$ cat src/rtl/alu_pkg.sv
`default_nettype none
// ============================================================================
// Module      : alu_pkg
// Description : Shared definitions for the RV32I ALU issue stage: major
//               opcodes, ALU funct encodings, the issued request record and
//               immediate-extraction helpers.
// Revision    : 1.0 - initial release
// ============================================================================
package alu_pkg;

  // Width of the request datapath. The issue stage XLEN parameter must not
  // exceed this value.
  localparam int ALU_XLEN = 32;

  // RV32I major opcodes (instr[6:0]) handled by the issue stage
  localparam logic [6:0] OPC_OP     = 7'b0110011;
  localparam logic [6:0] OPC_OP_IMM = 7'b0010011;
  localparam logic [6:0] OPC_LUI    = 7'b0110111;
  localparam logic [6:0] OPC_AUIPC  = 7'b0010111;

  // ALU funct: bit 3 selects SUB/SRA, bits 2:0 are the RISC-V funct3
  localparam logic [3:0] ALU_ADD  = 4'b0000;
  localparam logic [3:0] ALU_SUB  = 4'b1000;
  localparam logic [3:0] ALU_SLL  = 4'b0001;
  localparam logic [3:0] ALU_SLT  = 4'b0010;
  localparam logic [3:0] ALU_SLTU = 4'b0011;
  localparam logic [3:0] ALU_XOR  = 4'b0100;
  localparam logic [3:0] ALU_SRL  = 4'b0101;
  localparam logic [3:0] ALU_SRA  = 4'b1101;
  localparam logic [3:0] ALU_OR   = 4'b0110;
  localparam logic [3:0] ALU_AND  = 4'b0111;

  // funct7 values that are legal alongside the base integer operations
  localparam logic [6:0] F7_BASE = 7'b0000000;
  localparam logic [6:0] F7_ALT  = 7'b0100000;

  // funct3 values with special legality rules
  localparam logic [2:0] F3_ADD_SUB = 3'b000;
  localparam logic [2:0] F3_SLL     = 3'b001;
  localparam logic [2:0] F3_SRL_SRA = 3'b101;

  // One issued ALU request
  typedef struct packed {
    logic [ALU_XLEN-1:0] src1;
    logic [ALU_XLEN-1:0] src2;
    logic [3:0]          funct;
    logic [4:0]          rd;
    logic                we;
    logic                illegal;
  } alu_req_t;

  // I-type immediate, sign-extended
  function automatic logic [ALU_XLEN-1:0] imm_i(input logic [31:0] instr);
    return {{(ALU_XLEN-12){instr[31]}}, instr[31:20]};
  endfunction

  // U-type immediate, upper 20 bits with low 12 bits cleared
  function automatic logic [ALU_XLEN-1:0] imm_u(input logic [31:0] instr);
    return {instr[31:12], 12'b0};
  endfunction

endpackage : alu_pkg
`default_nettype wire

$ cat src/rtl/alu_decode.sv
`default_nettype none
// ============================================================================
// Module      : alu_decode
// Description : Purely combinational decode of OP, OP-IMM, LUI and AUIPC
//               into an ALU request (operands, funct, rd, write enable,
//               illegal flag).
// Ports       : instr    - 32-bit instruction word
//               pc       - instruction address
//               rs1_val  - rs1 register-file value
//               rs2_val  - rs2 register-file value
//               req      - decoded ALU request
// Revision    : 1.0 - initial release
// ============================================================================
module alu_decode
  import alu_pkg::*;
(
  input  logic [31:0]       instr,
  input  logic [ALU_XLEN-1:0] pc,
  input  logic [ALU_XLEN-1:0] rs1_val,
  input  logic [ALU_XLEN-1:0] rs2_val,
  output alu_req_t          req
);

  logic [6:0]          w_opcode;
  logic [4:0]          w_rd;
  logic [2:0]          w_funct3;
  logic [6:0]          w_funct7;
  logic                w_legal;
  logic [ALU_XLEN-1:0] w_src1;
  logic [ALU_XLEN-1:0] w_src2;
  logic [3:0]          w_funct;

  assign w_opcode = instr[6:0];
  assign w_rd     = instr[11:7];
  assign w_funct3 = instr[14:12];
  assign w_funct7 = instr[31:25];

  always_comb begin
    w_legal = 1'b0;
    w_src1  = '0;
    w_src2  = '0;
    w_funct = ALU_ADD;

    case (w_opcode)
      OPC_OP: begin
        w_src1  = rs1_val;
        w_src2  = rs2_val;
        w_funct = {w_funct7[5], w_funct3};
        // The alternate funct7 only exists for SUB and SRA; M-extension
        // and other funct7 values are not handled here.
        if (w_funct7 == F7_BASE) begin
          w_legal = 1'b1;
        end else if (w_funct7 == F7_ALT &&
                     (w_funct3 == F3_ADD_SUB || w_funct3 == F3_SRL_SRA)) begin
          w_legal = 1'b1;
        end
      end

      OPC_OP_IMM: begin
        w_src1  = rs1_val;
        w_src2  = imm_i(instr);
        w_funct = {1'b0, w_funct3};
        // Only shifts carry an encoding in imm[11:5]; every other OP-IMM
        // (notably ADDI) takes the full 12-bit immediate and never sets
        // funct[3].
        if (w_funct3 == F3_SLL) begin
          w_legal = (w_funct7 == F7_BASE);
        end else if (w_funct3 == F3_SRL_SRA) begin
          if (w_funct7 == F7_BASE) begin
            w_legal = 1'b1;
          end else if (w_funct7 == F7_ALT) begin
            w_legal = 1'b1;
            w_funct = ALU_SRA;
          end
        end else begin
          w_legal = 1'b1;
        end
      end

      OPC_LUI: begin
        w_legal = 1'b1;
        w_src1  = '0;
        w_src2  = imm_u(instr);
        w_funct = ALU_ADD;
      end

      OPC_AUIPC: begin
        w_legal = 1'b1;
        w_src1  = pc;
        w_src2  = imm_u(instr);
        w_funct = ALU_ADD;
      end

      default: begin
        w_legal = 1'b0;
      end
    endcase
  end

  // Illegal beats still issue so the exception can be raised downstream,
  // but carry no operands and never write the register file.
  always_comb begin
    req         = '0;
    req.rd      = w_rd;
    req.illegal = !w_legal;
    req.we      = w_legal && (w_rd != 5'd0);
    if (w_legal) begin
      req.src1  = w_src1;
      req.src2  = w_src2;
      req.funct = w_funct;
    end
  end

endmodule : alu_decode
`default_nettype wire

$ cat src/rtl/alu_issue.sv
`default_nettype none
// ============================================================================
// Module      : alu_issue
// Description : Issue stage for the RV32I integer ALU. Accepts instruction,
//               pc and register values over valid/ready, decodes them and
//               presents the ALU request from a registered output, optionally
//               backed by a skid entry for full throughput.
// Ports       : clk, rst_n       - clock / async active-low reset
//               flush            - synchronous kill of all buffered beats
//               in_valid/in_ready- input handshake
//               in_instr, in_pc, in_rs1_val, in_rs2_val - input payload
//               out_valid/out_ready - output handshake
//               out_src1, out_src2, out_funct, out_rd, out_we, out_illegal
//                                - decoded ALU request
// Revision    : 1.0 - initial release
// ============================================================================
module alu_issue
  import alu_pkg::*;
#(
  parameter int XLEN    = 32,
  parameter bit SKID_EN = 1'b1
) (
  input  logic            clk,
  input  logic            rst_n,
  input  logic            flush,
  input  logic            in_valid,
  output logic            in_ready,
  input  logic [31:0]     in_instr,
  input  logic [XLEN-1:0] in_pc,
  input  logic [XLEN-1:0] in_rs1_val,
  input  logic [XLEN-1:0] in_rs2_val,
  output logic            out_valid,
  input  logic            out_ready,
  output logic [XLEN-1:0] out_src1,
  output logic [XLEN-1:0] out_src2,
  output logic [3:0]      out_funct,
  output logic [4:0]      out_rd,
  output logic            out_we,
  output logic            out_illegal
);

  alu_req_t w_dec;
  logic     w_in_xfer;
  logic     w_out_xfer;

  // Main output register; written by whichever buffering variant is built
  logic     r_main_valid;
  alu_req_t r_main;

  alu_decode u_decode (
    .instr   (in_instr),
    .pc      (ALU_XLEN'(in_pc)),
    .rs1_val (ALU_XLEN'(in_rs1_val)),
    .rs2_val (ALU_XLEN'(in_rs2_val)),
    .req     (w_dec)
  );

  assign w_in_xfer  = in_valid && in_ready;
  assign w_out_xfer = r_main_valid && out_ready;

  generate
    if (SKID_EN) begin : g_skid
      logic     r_skid_valid;
      alu_req_t r_skid;
      logic     r_in_ready;

      // in_ready is a flop that tracks !r_skid_valid, so the upstream
      // ready path never sees out_ready combinationally.
      always_ff @(posedge clk or negedge rst_n) begin
        if (!rst_n) begin
          r_main_valid <= 1'b0;
          r_main       <= '0;
          r_skid_valid <= 1'b0;
          r_skid       <= '0;
          r_in_ready   <= 1'b1;
        end else if (flush) begin
          r_main_valid <= 1'b0;
          r_skid_valid <= 1'b0;
          r_in_ready   <= 1'b1;
        end else if (!r_main_valid || w_out_xfer) begin
          // Main is free this edge. A held skid beat is older than anything
          // at the input (and the input is blocked while skid is full).
          if (r_skid_valid) begin
            r_main       <= r_skid;
            r_main_valid <= 1'b1;
            r_skid_valid <= 1'b0;
            r_in_ready   <= 1'b1;
          end else if (w_in_xfer) begin
            r_main       <= w_dec;
            r_main_valid <= 1'b1;
          end else begin
            r_main_valid <= 1'b0;
          end
        end else if (w_in_xfer) begin
          // Main stalled: park the accepted beat in the skid entry
          r_skid       <= w_dec;
          r_skid_valid <= 1'b1;
          r_in_ready   <= 1'b0;
        end
      end

      assign in_ready = r_in_ready;
    end else begin : g_single
      always_ff @(posedge clk or negedge rst_n) begin
        if (!rst_n) begin
          r_main_valid <= 1'b0;
          r_main       <= '0;
        end else if (flush) begin
          r_main_valid <= 1'b0;
        end else if (w_in_xfer) begin
          r_main       <= w_dec;
          r_main_valid <= 1'b1;
        end else if (w_out_xfer) begin
          r_main_valid <= 1'b0;
        end
      end

      assign in_ready = !r_main_valid || out_ready;
    end
  endgenerate

  assign out_valid   = r_main_valid;
  assign out_src1    = r_main.src1[XLEN-1:0];
  assign out_src2    = r_main.src2[XLEN-1:0];
  assign out_funct   = r_main.funct;
  assign out_rd      = r_main.rd;
  assign out_we      = r_main.we;
  assign out_illegal = r_main.illegal;

endmodule : alu_issue
`default_nettype wire

$ cat config.mk
export PLATFORM = sky130hd
export DESIGN_NAME = alu_issue
export DESIGN_NICKNAME = d
export VERILOG_FILES = /design/src/rtl/alu_pkg.sv /design/src/rtl/alu_decode.sv /design/src/rtl/alu_issue.sv
export SDC_FILE = /design/constraint.sdc
export NUM_CORES = 1
export LEC_CHECK = 0
export CAP_MARGIN = 10
export CORE_ASPECT_RATIO = 0.8
export CORE_UTILIZATION = 40
export DETAILED_ROUTE_END_ITERATION = 12
export GPL_TIMING_DRIVEN = 0
export PLACE_DENSITY = 0.64
export SYNTH_ARGS = -nofsm -noshare
export SYNTH_HDL_FRONTEND = slang
export SYNTH_HIERARCHICAL = 1
export SYNTH_SLANG_ARGS = --single-unit
$ cat constraint.sdc
create_clock -name clk -period 2.25 [get_ports clk]
set_clock_uncertainty 0.1 [all_clocks]
set_input_delay 0.45 -clock clk [delete_from_list [all_inputs] [get_ports clk]]
set_output_delay 0.45 -clock clk [all_outputs]
set_load 0.01 [all_outputs]
# Word level (Yosys, flattened, before mapping)
# Index checks and enable logic that the tools add are counted.
# W data, S select, Z words.
[totals]
register_bits = 153
in_bits = 133
output_inout_bits = 77
[classes]
n_eq_ne = 8
muxes = 28
bitwise = 2
reduce_logical = 19
[op_table]
columns = ["cell", "n"]
rows = [
  ["$mux W75", 2],
  ["$pmux W32 S3", 1],
  ["$mux W68", 1],
  ["$pmux W32 S2", 1],
  ["$eq A7 B6 Y1 const B", 3],
  ["$mux W1", 17],
  ["$mux W4", 4],
  ["$eq A7 B5 Y1 const B", 2],
  ["$pmux W4 S2", 1],
  ["$logic_not A7 Y1", 1],
  ["$reduce_and A3 Y1", 2],
  ["$reduce_bool A5 Y1", 1],
  ["$logic_and A1 B1 Y1", 4],
  ["$reduce_bool A2 Y1", 2],
  ["$reduce_or A2 Y1", 2],
  ["$eq A3 B1 Y1 const B", 1],
  ["$eq A3 B3 Y1 const B", 1],
  ["$logic_not A3 Y1", 1],
  ["$ne A3 B3 Y1 const B", 1],
  ["$pmux W1 S3", 1],
  ["$reduce_bool A3 Y1", 1],
  ["$logic_not A1 Y1", 2],
  ["$logic_or A1 B1 Y1", 2],
  ["$not A1 Y1", 2],
  ["$reduce_and A2 Y1", 1],
]

# Depth between registers and ports, before layout
# Gate-level depths: netlist of run 1.
[logic_depth]
ltp_word = 9
depth_mapped = 8
depth_no_buf = 6

# By module
# Netlist of run 1, hierarchy kept.
[by_module_without_submodules]
columns = ["mod", "n_inst", "cells_per_inst", "area_per_inst_um2", "seq_area_each_um2"]
rows = [
  ["alu_issue", 1, 415, 6606.3, 3829.9],
  ["alu_decode", 1, 176, 1238.7, 0.0],
]

# Worst setup path after synthesis of run 1
# No wires, ideal clock.
[synth_path]
kind = "input port to flip-flop"
startpoint = "input port in_instr[14]"
endpoint = "register r_main, in the netlist out_src2[10]"
setup_time_ns = 0.125
arrival_ns = 2.008
slack_ns = 0.017
path_stages = 7
n_path_buf = 1
cell_sequence = "nand2b_1 -> a311oi_2 -> a2bb2oi_2 -> buf_4 -> nor3_1 -> mux2_2 -> mux2_2"
[synth_lines]
columns = ["element", "line", "source"]
rows = [
  ["from (decl)", "alu_issue.sv:28", "input logic [31:0] in_instr,"],
  ["to (signal assigned)", "alu_issue.sv:84", "r_main <= r_skid;"],
  ["to (signal assigned)", "alu_issue.sv:89", "r_main <= w_dec;"],
  ["to (decl)", "alu_issue.sv:48", "alu_req_t r_main;"],
]

==> results of run 1 <==
-- cells by family after synthesis --
| group | after synthesis | share of synthesized area |
|---|---|---|
| DFF | 153 | 0.488 |
| buffers and inverters | 56 | 0.0455 |
| and+or+nand+nor | 63 | 0.0447 |
| muxes | 236 | 0.337 |
| xor gates and xnor gates | 1 | 0.00112 |
| AOI/OAI and AO/OA | 82 | 0.0836 |
-- synth_stat cells, drive strengths merged, types with 3 or more instances --
cell type / count
nor2: 7
mux2: 225
a21oi: 23
nor3: 14
o2bb2ai: 3
o21ai: 3
nand2: 20
dfrtp: 152
a32o: 30
nand2b: 3
mux2i: 11
buf: 43
o31ai: 19
clkbuf: 12
nor2b: 4
and3: 3
-- power by group through the flow --
stage | registers (mW) | clock network (mW) | logic, mW
global route | 2.89 | 2.99 | 0.919
CTS | 2.88 | 2.85 | 0.829
floorplan | 2.93 | 0 | 0.301
global placement | 2.92 | 0 | 0.773
finish | 2.88 | 2.80 | 0.862
detailed placement | 2.93 | 0 | 0.794
-- cell usage in the layout (no fill, tap or decap), drive strengths merged, types with 2 or more instances in the layout --
cell type / n
a21oi: 23
a32o: 30
and3: 3
buf: 52
clkbuf: 41
clkdlybuf4s50: 193
clkinv: 4
clkinvlp: 3
dfrtp: 152
dlygate4sd2: 2
dlymetal6s2s: 4
inv: 5
mux2: 225
mux2i: 11
nand2: 20
nand2b: 3
nand3b: 2
nand4b: 2
nor2: 7
nor2b: 4
nor3: 14
o21ai: 3
o2bb2ai: 3
o31ai: 19
or2: 2
-- sequential cells by signal (all words and copies together) (netlist names) --
name / cells
out_src1: 32
g_skid.r_skid_valid: 1
g_skid.r_skid: 75
out_funct: 4
out_illegal: 1
out_src2: 32
out_rd: 5
out_valid: 1
out_we: 1
in_ready: 1
-- metal layers --
layer,global-route usage,vias to the layer above,share of wire
met5,0,-,0
met4,0.0667,0,0.015
met3,0.0611,24,0.057
met2,0.370,155,0.48
met1,0.303,2908,0.45
li1,-,2685,-
-- worst max-delay path, stage by stage --
cell,delay [ns]
clkdlybuf4s50_1,0.48
clkbuf_4,0.25
nor2b_1,0.09
clkbuf_2,0.24
a21oi_2,0.24
o31ai_4,0.10
mux2_4,0.28
mux2_4,0.26
-- path summary, 6_finish.rpt --
| kind | start | end | cells past startpoint |
|---|---|---|---|
| max in group asynchronous | rst_n | out_src2[19] | 3 |
| max | in_instr[5] | out_src2[24] | 8 |
| min | g_skid.r_skid[24] | g_skid.r_skid[24] | 1 |
| max reg2reg | in_ready | out_src2[7] | 5 |
| min in group asynchronous | rst_n | g_skid.r_skid[63] | 2 |
| min reg2reg | g_skid.r_skid[24] | g_skid.r_skid[24] | 1 |
-- final cells by class --
class | instances | area share
diodes | 1 | 0.000220
plain buffers | 53 | 0.0392
clock buffers | 20 | 0.0402
clock inverters | 12 | 0.0101
inverters | 1 | 0.000331
multi-input cells | 382 | 0.350
flip-flops and latches | 153 | 0.337
well taps | 258 | 0.0284
repair buffers | 220 | 0.194
-- through the flow --
stage	hold WS, ns	TNS [ns]	setup slack [ns]	power (mW)
after CTS	0.384	-0.0719	-0.0211	6.56
after global routing	0.404	-0.000550	-0.000550	6.79
final	0.380	0	0.0727	6.53
after detailed placement	0.370	-103.09	-0.940	3.72
after global placement	0.361	-923.30	-5.43	3.70
after floorplan	0.0544	0	0.0174	3.24
-- what timing repair did --
item                       in CTS  in global routing
pin swaps                       4                  5
setup endpoints to repair     138                 74
gates cloned                    1                  2
resized for setup              66                 74
hold endpoints to repair       34                  0
hold buffers                    1                  0
buffers inserted                3                  3
==> summary.md, run 1 <==
| Metric | Value |
|---|---|
| Syn avg cell area | 13.3 µm² |
| Clk_lat worst skew | 0.42 ns |
| Net Sw Power | roughly 1.6 mW |
| Max Cap Viol | 0 |
| Req. time, crit path | 2.46 ns |
| Placed cell area | 0.0103 mm² |
| Crit. End Element | flip-flop |
| Storage element area | 0.00383 mm² |
| Post-synth ARST share | 1.00 |
| Synth top area cells | dfrtp_1 (48%), mux2_2 (25%), mux2_1 (7.2%) |
| Final period util | 0.968 |
| Row count | 45 |
| Largest net degree at the start of global routing | 79 |
| Power density over cell area | 575 mW/mm² |
| Die X-Extent | approximately 160 µm |
| Top cell type's share of synthesized area | 0.485 |
| WL final | approximately 22 mm |
| Kind of critical path | input port to flip-flop |
| CTS tree | yes |
| Yosys cell types | 41 |
| Dpl hpwl | 16.3 mm |
| Initial Utilization | 0.411 |
| R2R Setup Slk | 0.16 ns |
| Leakage | ~5.2 nW |
| Number of enable flip-flop cells after synthesis | 0 |
| Layout Cells excl Fill | 1100 |
| Post-synthesis sequential area ratio | 0.488 |
| CP Max Fanout | 10 |
| Least-Margin Pin Slew | 0.727 ns |
| Vias | between 5000 and 6000 |
| Final hold viol count | 0 |
| I/O pins | between 200 and 250 |
| # DRC | 0 |
| Ys Warns | 6 |
| Outcome | finished clean |
| Area Growth Syn to Fin | 44.8% |
| Area of the multi-input gates | between 0.003 and 0.004 mm² |
| Comb pwr share | 0.132 |
| Die ar. | 0.0202 mm² |
| Slew Limit Fails | 0 |
| Clk root buf | clkbuf_16 |
| Vias per cell | 5.25 |
| Minimum clock period | roughly 2.2 ns |
| Slew HR | 0.515 |
| Antenna violations before repair | 1 |
| Fmax | 459 MHz |
| Syn Nets | 724 |
| Final net count | 961 |
| Placed Cells incl. Taps | 1059 |
| First-pass GRT wire length | 34.8 mm |
| RePlAce Congestion | 0.903 |
| Initial drt markers | 247 |
| PortBufs | roughly 210 |
| Seq cells post-synth | 153 |
| Maximum vdd drop | 380 µV |
| Design area | 0.0114 mm² |
| Fillers | 1535 |
| Final setup vio count | 0 |
| Die Ht | 127 µm |
| Reg clk slew, reported paths | 0.07 ns |
| Global route total overflow | 0 |
| Mapped Area | 0.00785 mm² |
| Clock share of power | 0.428 |
| CTS max path bufs | 2 |
| Int Power | around 4.9 mW |
| Gr usage total | 0.230 |
| Sequential Power Share | 0.440 |
| Layout cells sized above 1 | 0.396 |
| HP Class | flip-flop to flip-flop |
| Clk sink count | 153 |
| Routed Antenna Nets | 0 |
| DR pass1 iterations | 4 |
| Yosys top cell by area | dfrtp_1 |
| Critical path arrival | 2.39 ns |
| Fin util | 0.595 |
| Post-Syn Instances | 591 |
| Core Box Area | between 0.015 and 0.02 mm² |
| Total number of H-tree levels | 4 |
| Number of global-route vias before repair | 6240 |
| Prevailing post-synth register cell | dfrtp_1 |
| Startpoint types | input port |
| Wire per inst | about 20 µm |
| CTS buffer count | 17 |
| Switching share of power | 0.249 |
Note: power is estimated with default switching activity, not from simulation.
==> run 2: changes to the inputs <==
--- a/config.mk
+++ b/config.mk
@@ -5,12 +5,13 @@
 export SDC_FILE = /design/constraint.sdc
 export NUM_CORES = 1
 export LEC_CHECK = 0
+export ABC_CLOCK_PERIOD_IN_PS = 2250
 export CAP_MARGIN = 10
 export CORE_ASPECT_RATIO = 0.8
-export CORE_UTILIZATION = 40
+export CORE_UTILIZATION = 49
 export DETAILED_ROUTE_END_ITERATION = 12
 export GPL_TIMING_DRIVEN = 0
-export PLACE_DENSITY = 0.64
+export PLACE_DENSITY = 0.77
 export SYNTH_ARGS = -nofsm -noshare
 export SYNTH_HDL_FRONTEND = slang
 export SYNTH_HIERARCHICAL = 1
==> summary.md, run 2 (synthesis results as in run 1) <==
| Metric | Value |
|---|---|
| Largest Register | g_skid.r_skid (unchanged) |
| WP depth | 7 (was 8) |
| # DRC | 0 (unchanged) |
| DR pass1 iterations | 5 (was 4) |
| Slew HR | 0.553 (was 0.515) |
| Minimum clock period | 2.26 ns (was 2.18 ns) |
| WL final | 22.2 mm (about the same) |
| Total power | 6.57 mW (was 6.53 mW) |
| Delay-heaviest family, CP | simple AND/OR/NAND/NOR gates (was buffers and inverters) |
| RSZ-0062 raised after global routing | true |
| Number of global-route vias before repair | 6332 (was 6240) |
| R2R Setup Slk | 0.15 ns (was 0.16 ns) |
| FF-to-FF path depth | 5 (unchanged) |
| Leakage | 5.24 nW (was 5.21 nW) |
| Fin util | 0.749 (was 0.595) |
| Area of the multi-input gates | 0.00403 mm² (was 0.00397 mm²) |
| CP peak stage delay | 0.49 ns (was 0.48 ns) |
| Storage element area | 0.00383 mm² (unchanged) |
| Post-route setup slack | -0.00874 ns (was 0.0727 ns) |
| Critical path, cell by cell | clkdlybuf4s50_1 > nand4b_1 > or3_4 > clkbuf_8 > o31ai_4 > mux2_2 > mux2_2 (was clkdlybuf4s50_1 > clkbuf_4 > nor2b_1 > clkbuf_2 > a21oi_2 > o31ai_4 > mux2_4 > mux2_4) |
| CP Max Fanout | 7 (was 10) |
| Worst path bufs/invs | 2 (was 3) |
| Hold slack | 0.384 ns (was 0.380 ns) |
| Placed cell area | 0.0102 mm² (was 0.0103 mm²) |
| Power density over cell area | 573 mW/mm² (was 575 mW/mm²) |
| Critical path arrival | 2.53 ns (was 2.39 ns) |
| Wire per inst | 21.0 µm (was 20.1 µm) |
| Slowest stage cell, crit path | or3_4 (was clkdlybuf4s50_1) |
| Layout cells sized above 1 | 0.404 (was 0.396) |
| Launch point of the worst reg-to-reg path | in_ready (unchanged) |
| Maximum vdd drop | 494 µV (was 380 µV) |
| HP Class | flip-flop to flip-flop (unchanged) |
| Largest net degree at the start of global routing | 83 (was 79) |
| Max Cap Viol | 0 (unchanged) |
| Area Growth Syn to Fin | 46.3% (was 44.8%) |
| Die ar. | 0.0165 mm² (was 0.0202 mm²) |
| Post-Place Setup Slack | -0.913 ns (was -0.940 ns) |
| Gr usage total | 0.279 (was 0.230) |
| N_diodes | 0 (was 1) |
| Reg clk slew, reported paths | 0.07 ns (about the same) |
| Clk sink count | 153 (unchanged) |
| Global route total overflow | 0 (unchanged) |
| Initial Utilization | 0.512 (was 0.411) |
| Crit. End Element | flip-flop (unchanged) |
| Failing checks | setup timing |
| Vias per cell | 5.68 (was 5.25) |
| Most frequent CP cell | mux2_2 (was mux2_4) |
| Slew Limit Fails | 0 (unchanged) |
| CTS buffer count | 17 (unchanged) |
| Commonest cells after routing, fill and taps aside | clkdlybuf4s50_1 (195), mux2_2 (172), dfrtp_1 (152), mux2_1 (50), a32o_1 (23) (was clkdlybuf4s50_1 (193), mux2_2 (173), dfrtp_1 (152), mux2_1 (50), a32o_1 (21)) |
| End of the critical path | out_src2[25] (was out_src2[24]) |
| Die X-Extent | 143 µm (was 159 µm) |
| Clk_lat worst skew | 0.42 ns (about the same) |
| Total number of H-tree levels | 4 (unchanged) |
| Final setup vio count | 1 (was 0) |
| Initial drt markers | 266 (was 247) |
| Largest register FFs | 75 (unchanged) |
| Vias | 6008 (was 5772) |
| Startpoint types | input port (unchanged) |
| Design area | 0.0115 mm² (was 0.0114 mm²) |
| I/O pins | 210 (unchanged) |
| Row count | 40 (was 45) |
| Outcome | complete, but fails checks (was finished clean) |
| CTS tree | yes (unchanged) |
| CTS max path bufs | 2 (unchanged) |
| Dpl hpwl | 15.8 mm (was 16.3 mm) |
| Req. time, crit path | 2.52 ns (was 2.46 ns) |
| Fmax | 443 MHz (was 459 MHz) |
| Clk root buf | clkbuf_16 (unchanged) |
| Routed Antenna Nets | 0 (unchanged) |
| RePlAce Congestion | 0.931 (was 0.903) |
| Least-Margin Pin Slew | 0.671 ns (was 0.727 ns) |
| Commonest non-fill, non-tap cell in the layout | clkdlybuf4s50_1 (unchanged) |
| Final net count | 968 (was 961) |
| Kind of critical path | input port to flip-flop (unchanged) |
| Final hold viol count | 0 (unchanged) |
| Antenna violations before repair | 0 (was 1) |
| Final period util | 1.00 (was 0.968) |
| PortBufs | 209 (unchanged) |
| Worst setup path startpoint | in_instr[4] (was in_instr[5]) |
| First-pass GRT wire length | 34.2 mm (was 34.8 mm) |
| Critical R2R Capture | out_src2[16] (was out_src2[7]) |
| Fillers | 1025 (was 1535) |
| Die Ht | 115 µm (was 127 µm) |
| Core Box Area | 0.0153 mm² (was 0.0191 mm²) |
-- run 2: layout make-up --
class | instances | area share
clock buffers | 17 | 0.0371
repair buffers | 227 | 0.201
well taps | 210 | 0.0229
multi-input cells | 382 | 0.351
inverters | 1 | 0.000327
plain buffers | 53 | 0.0403
flip-flops and latches | 153 | 0.334
clock inverters | 15 | 0.0131
-- run 2: metal layers --
metal / track usage / share of wire
met5: 0 / 0
met4: 0.117 / 0.030
met3: 0.0741 / 0.060
met2: 0.442 / 0.47
met1: 0.363 / 0.44
-- run 2: report_power, final --
part           leakage [nW]  switching (mW)  internal [mW]
Sequential             2.10          0.0409           2.83
Clock                 0.288            1.25           1.56
Combinational          2.85           0.396          0.482
-- run 2: worst register-to-register path, cell delays in order, from the launching register on --
cell and delay [ns]:
dfstp_2 0.57, a21oi_1 0.10, nor3_2 0.27, clkbuf_4 0.32
buf_4 0.25, mux2_2 0.37
-- run 2: how the worst min path moves through the flow --
stage | start | end | slack [ns] | depth (start not counted)
floorplan | rst_n | g_skid.r_skid[0] | 0.05 | 0
global placement | g_skid.r_skid[61] | g_skid.r_skid[61] | 0.36 | 1
detailed placement | g_skid.r_skid[48] | g_skid.r_skid[48] | 0.37 | 1
CTS | g_skid.r_skid[59] | g_skid.r_skid[59] | 0.39 | 1
global route | g_skid.r_skid[29] | g_skid.r_skid[29] | 0.40 | 1
finish | g_skid.r_skid[59] | g_skid.r_skid[59] | 0.38 | 1
-- run 2: what timing repair did --
item / CTS / global route
gates resized for setup: 73 / 72
gates cloned: 2 / 2
endpoints found under the setup margin: 138 / 69
pin swaps: 5 / 8
hold endpoints to repair: 70 / 0
hold buffers: 1 / 0
setup buffers: 7 / 5
-- run 2: metrics by stage --
step	cells	setup TNS, ns
floorplan	591	0
global placement	1010	-894.67
detailed placement	1011	-94.14
CTS	1051	0
global route	1058	-0.772
finish	1058	-0.00874
==> run 3: changes to the inputs <==
--- a/config.mk
+++ b/config.mk
@@ -8,10 +8,11 @@
 export ABC_CLOCK_PERIOD_IN_PS = 2250
 export CAP_MARGIN = 10
 export CORE_ASPECT_RATIO = 0.8
-export CORE_UTILIZATION = 49
+export CORE_UTILIZATION = 50
+export CTS_BUF_LIST = sky130_fd_sc_hd__clkbuf_8
 export DETAILED_ROUTE_END_ITERATION = 12
 export GPL_TIMING_DRIVEN = 0
-export PLACE_DENSITY = 0.77
+export PLACE_DENSITY = 0.86
 export SYNTH_ARGS = -nofsm -noshare
 export SYNTH_HDL_FRONTEND = slang
 export SYNTH_HIERARCHICAL = 1
==> summary.md, run 3 (synthesis results as in run 1) <==
| Metric | Value |
|---|---|
| Initial drt markers | 333 (was 266) |
| Largest register FFs | 75 (unchanged) |
| Worst path bufs/invs | 2 (unchanged) |
| Power density over cell area | 529 mW/mm² (was 573 mW/mm²) |
| Leakage | 5.03 nW (was 5.24 nW) |
| Initial Utilization | 0.517 (was 0.512) |
| PortBufs | 209 (unchanged) |
| CTS buffer count | 17 (unchanged) |
| Delay-heaviest family, CP | compound AO/OA/AOI/OAI gates (was simple AND/OR/NAND/NOR gates) |
| DR pass1 iterations | 4 (was 5) |
| Crit. End Element | flip-flop (unchanged) |
| Vias | 5991 (was 6008) |
| Slew Limit Fails | 0 (unchanged) |
| Layout cells sized above 1 | 0.375 (was 0.404) |
| GRT met2 Usage | 0.440 (was 0.442) |
| Reg clk slew, reported paths | 0.09 ns (was 0.07 ns) |
| Startpoint types | input port (unchanged) |
| Critical path, cell by cell | dlygate4sd2_1 > nor4_4 > a311oi_4 > a2bb2oi_4 > clkbuf_16 > o31ai_4 > mux2_2 > mux2_2 (was clkdlybuf4s50_1 > nand4b_1 > or3_4 > clkbuf_8 > o31ai_4 > mux2_2 > mux2_2) |
| TNS Setup | 0 ns (was -0.00874 ns) |
| CP peak stage delay | 0.39 ns (was 0.49 ns) |
| RSZ-0062 raised after global routing | true (unchanged) |
| N_diodes | 0 (unchanged) |
| Clk_lat worst skew | 0.45 ns (was 0.42 ns) |
| Antenna violations before repair | 0 (unchanged) |
| CP Max Fanout | 6 (was 7) |
| First-pass GRT wire length | 33.4 mm (was 34.2 mm) |
| HP Class | flip-flop to flip-flop (unchanged) |
| Clk root buf | clkbuf_8 (was clkbuf_16) |
| Minimum clock period | 2.24 ns (was 2.26 ns) |
| Least-Margin Pin Slew | 0.656 ns (was 0.671 ns) |
| Final net count | 959 (was 968) |
| CTS max path bufs | 2 (unchanged) |
| GRT met1 Usage | 0.353 (was 0.363) |
| Maximum vdd drop | 400 µV (was 494 µV) |
| Final setup vio count | 0 (was 1) |
| Slowest stage cell, crit path | a2bb2oi_4 (was or3_4) |
| Die ar. | 0.0162 mm² (was 0.0165 mm²) |
| Commonest cells after routing, fill and taps aside | clkdlybuf4s50_1 (197), mux2_2 (174), dfrtp_1 (152), mux2_1 (50), a32o_1 (30) (was clkdlybuf4s50_1 (195), mux2_2 (172), dfrtp_1 (152), mux2_1 (50), a32o_1 (23)) |
| Hold slack | 0.385 ns (was 0.384 ns) |
| Number of global-route vias before repair | 6322 (was 6332) |
| Wire per inst | 20.5 µm (was 21.0 µm) |
| Kind of critical path | input port to flip-flop (unchanged) |
| RePlAce Congestion | 0.932 (was 0.931) |
| Dpl hpwl | 15.8 mm (about the same) |
| Core Box Area | 0.0152 mm² (was 0.0153 mm²) |
| Gr busiest metal | met2 (unchanged) |
| # DRC | 0 (unchanged) |
| Clk sink count | 153 (unchanged) |
| Outcome | finished clean (was complete, but fails checks) |
| Global route total overflow | 0 (unchanged) |
| Req. time, crit path | 2.49 ns (was 2.52 ns) |
| Routed Antenna Nets | 0 (unchanged) |
| WL final | 21.5 mm (was 22.2 mm) |
| Largest Register | g_skid.r_skid (unchanged) |
| Most frequent CP cell | mux2_2 (unchanged) |
| Final period util | 0.998 (was 1.00) |
| Total power | 5.87 mW (was 6.57 mW) |
| Die X-Extent | 142 µm (was 143 µm) |
| Largest net degree at the start of global routing | 91 (was 83) |
| Total number of H-tree levels | 4 (unchanged) |
| I/O pins | 210 (unchanged) |
| Fmax | 446 MHz (was 443 MHz) |
| Critical path arrival | 2.48 ns (was 2.53 ns) |
| Commonest non-fill, non-tap cell in the layout | clkdlybuf4s50_1 (unchanged) |
| Final hold viol count | 0 (unchanged) |
| CTS tree | yes (unchanged) |
| Slew HR | 0.562 (was 0.553) |
| Max Cap Viol | 0 (unchanged) |
| Vias per cell | 5.71 (was 5.68) |
| Row count | 40 (unchanged) |
| Met3 Use GR | 0.0634 (was 0.0741) |
| Gr usage total | 0.273 (was 0.279) |
| Die Ht | 114 µm (was 115 µm) |
| Area Growth Syn to Fin | 41.5% (was 46.3%) |
## run 3: cell count changes in the layout (fill, tap and decap cells not counted), moves of 6 or more
| cell | change |
|---|---|
| a32o_2 | -7 |
| a32o_1 | +7 |
| clkbuf_8 | +17 |
| buf_8 | -6 |
| clkbuf_16 | -18 |
| a21oi_2 | -7 |
| a21oi_1 | +7 |
## run 3: stage by stage
step / instance area (µm²) / setup WS (ns) / utilization / std cells
after floorplan: 7850 / 0.0174 / - / 591
after global placement: 10200 / -5.20 / 0.673 / 1010
after detailed placement: 10200 / -0.903 / 0.675 / 1011
after CTS: 10800 / -0.0875 / 0.714 / 1046
after global routing: 11100 / -0.0215 / 0.732 / 1049
final: 11100 / 0.00554 / 0.732 / 1049
## run 3: per-layer routing
metal / up-vias / share of wire
li1: 2680 / -
met1: 3061 / 0.43
met2: 197 / 0.48
met3: 53 / 0.051
met4: 0 / 0.031
met5: - / 0
## run 3: cell type report
cell class                      count  area, µm²
Fill cell                        1031       4060
Multi-Input combinational cell    382       4000
Sequential cell                   153       3830
Timing Repair Buffer              219       2200
Buffer                             52        404
Tap cell                          210        263
Clock buffer                       18        248
Clock inverter                     14        161
Inverter                            1       3.75
## run 3: final timing paths
kind                                   startpoint  slack (ns)  cells after the start                 to
max in group asynchronous                   rst_n        0.75                      3       out_src1[20]
min in group asynchronous                   rst_n        0.44                      2  g_skid.r_skid[34]
worst max register to register           in_ready        0.22                      5       out_src2[13]
worst min-delay path            g_skid.r_skid[70]        0.39                      1  g_skid.r_skid[70]
worst max-delay path                 in_instr[27]       0.006                      8       out_src2[16]
worst min register to register  g_skid.r_skid[70]        0.39                      1  g_skid.r_skid[70]
## run 3: worst reg2reg max path: cells and delay by family (launching register included)
family	cells	cell delay (ns)
AOI/OAI and AO/OA	1	0.10
buffers and inverters	2	0.53
DFF	1	0.58
muxes	1	0.37
and+or+nand+nor	1	0.25
## run 3: what timing repair did
item                       4_1_cts  5_1_grt
hold buffers                     1        0
cloned                           0        1
pin swaps                        3        7
setup endpoints to repair      133       73
buffers inserted                 3        4
gates resized for setup         44       67
hold endpoints to repair        62        0
## run 3: report_power, final
group | internal, mW | switching (mW) | total (mW)
registers | 2.83 | 0.0441 | 2.87
clock network | 1.04 | 1.09 | 2.14
logic | 0.478 | 0.384 | 0.862
total | 4.35 | 1.52 | 5.87
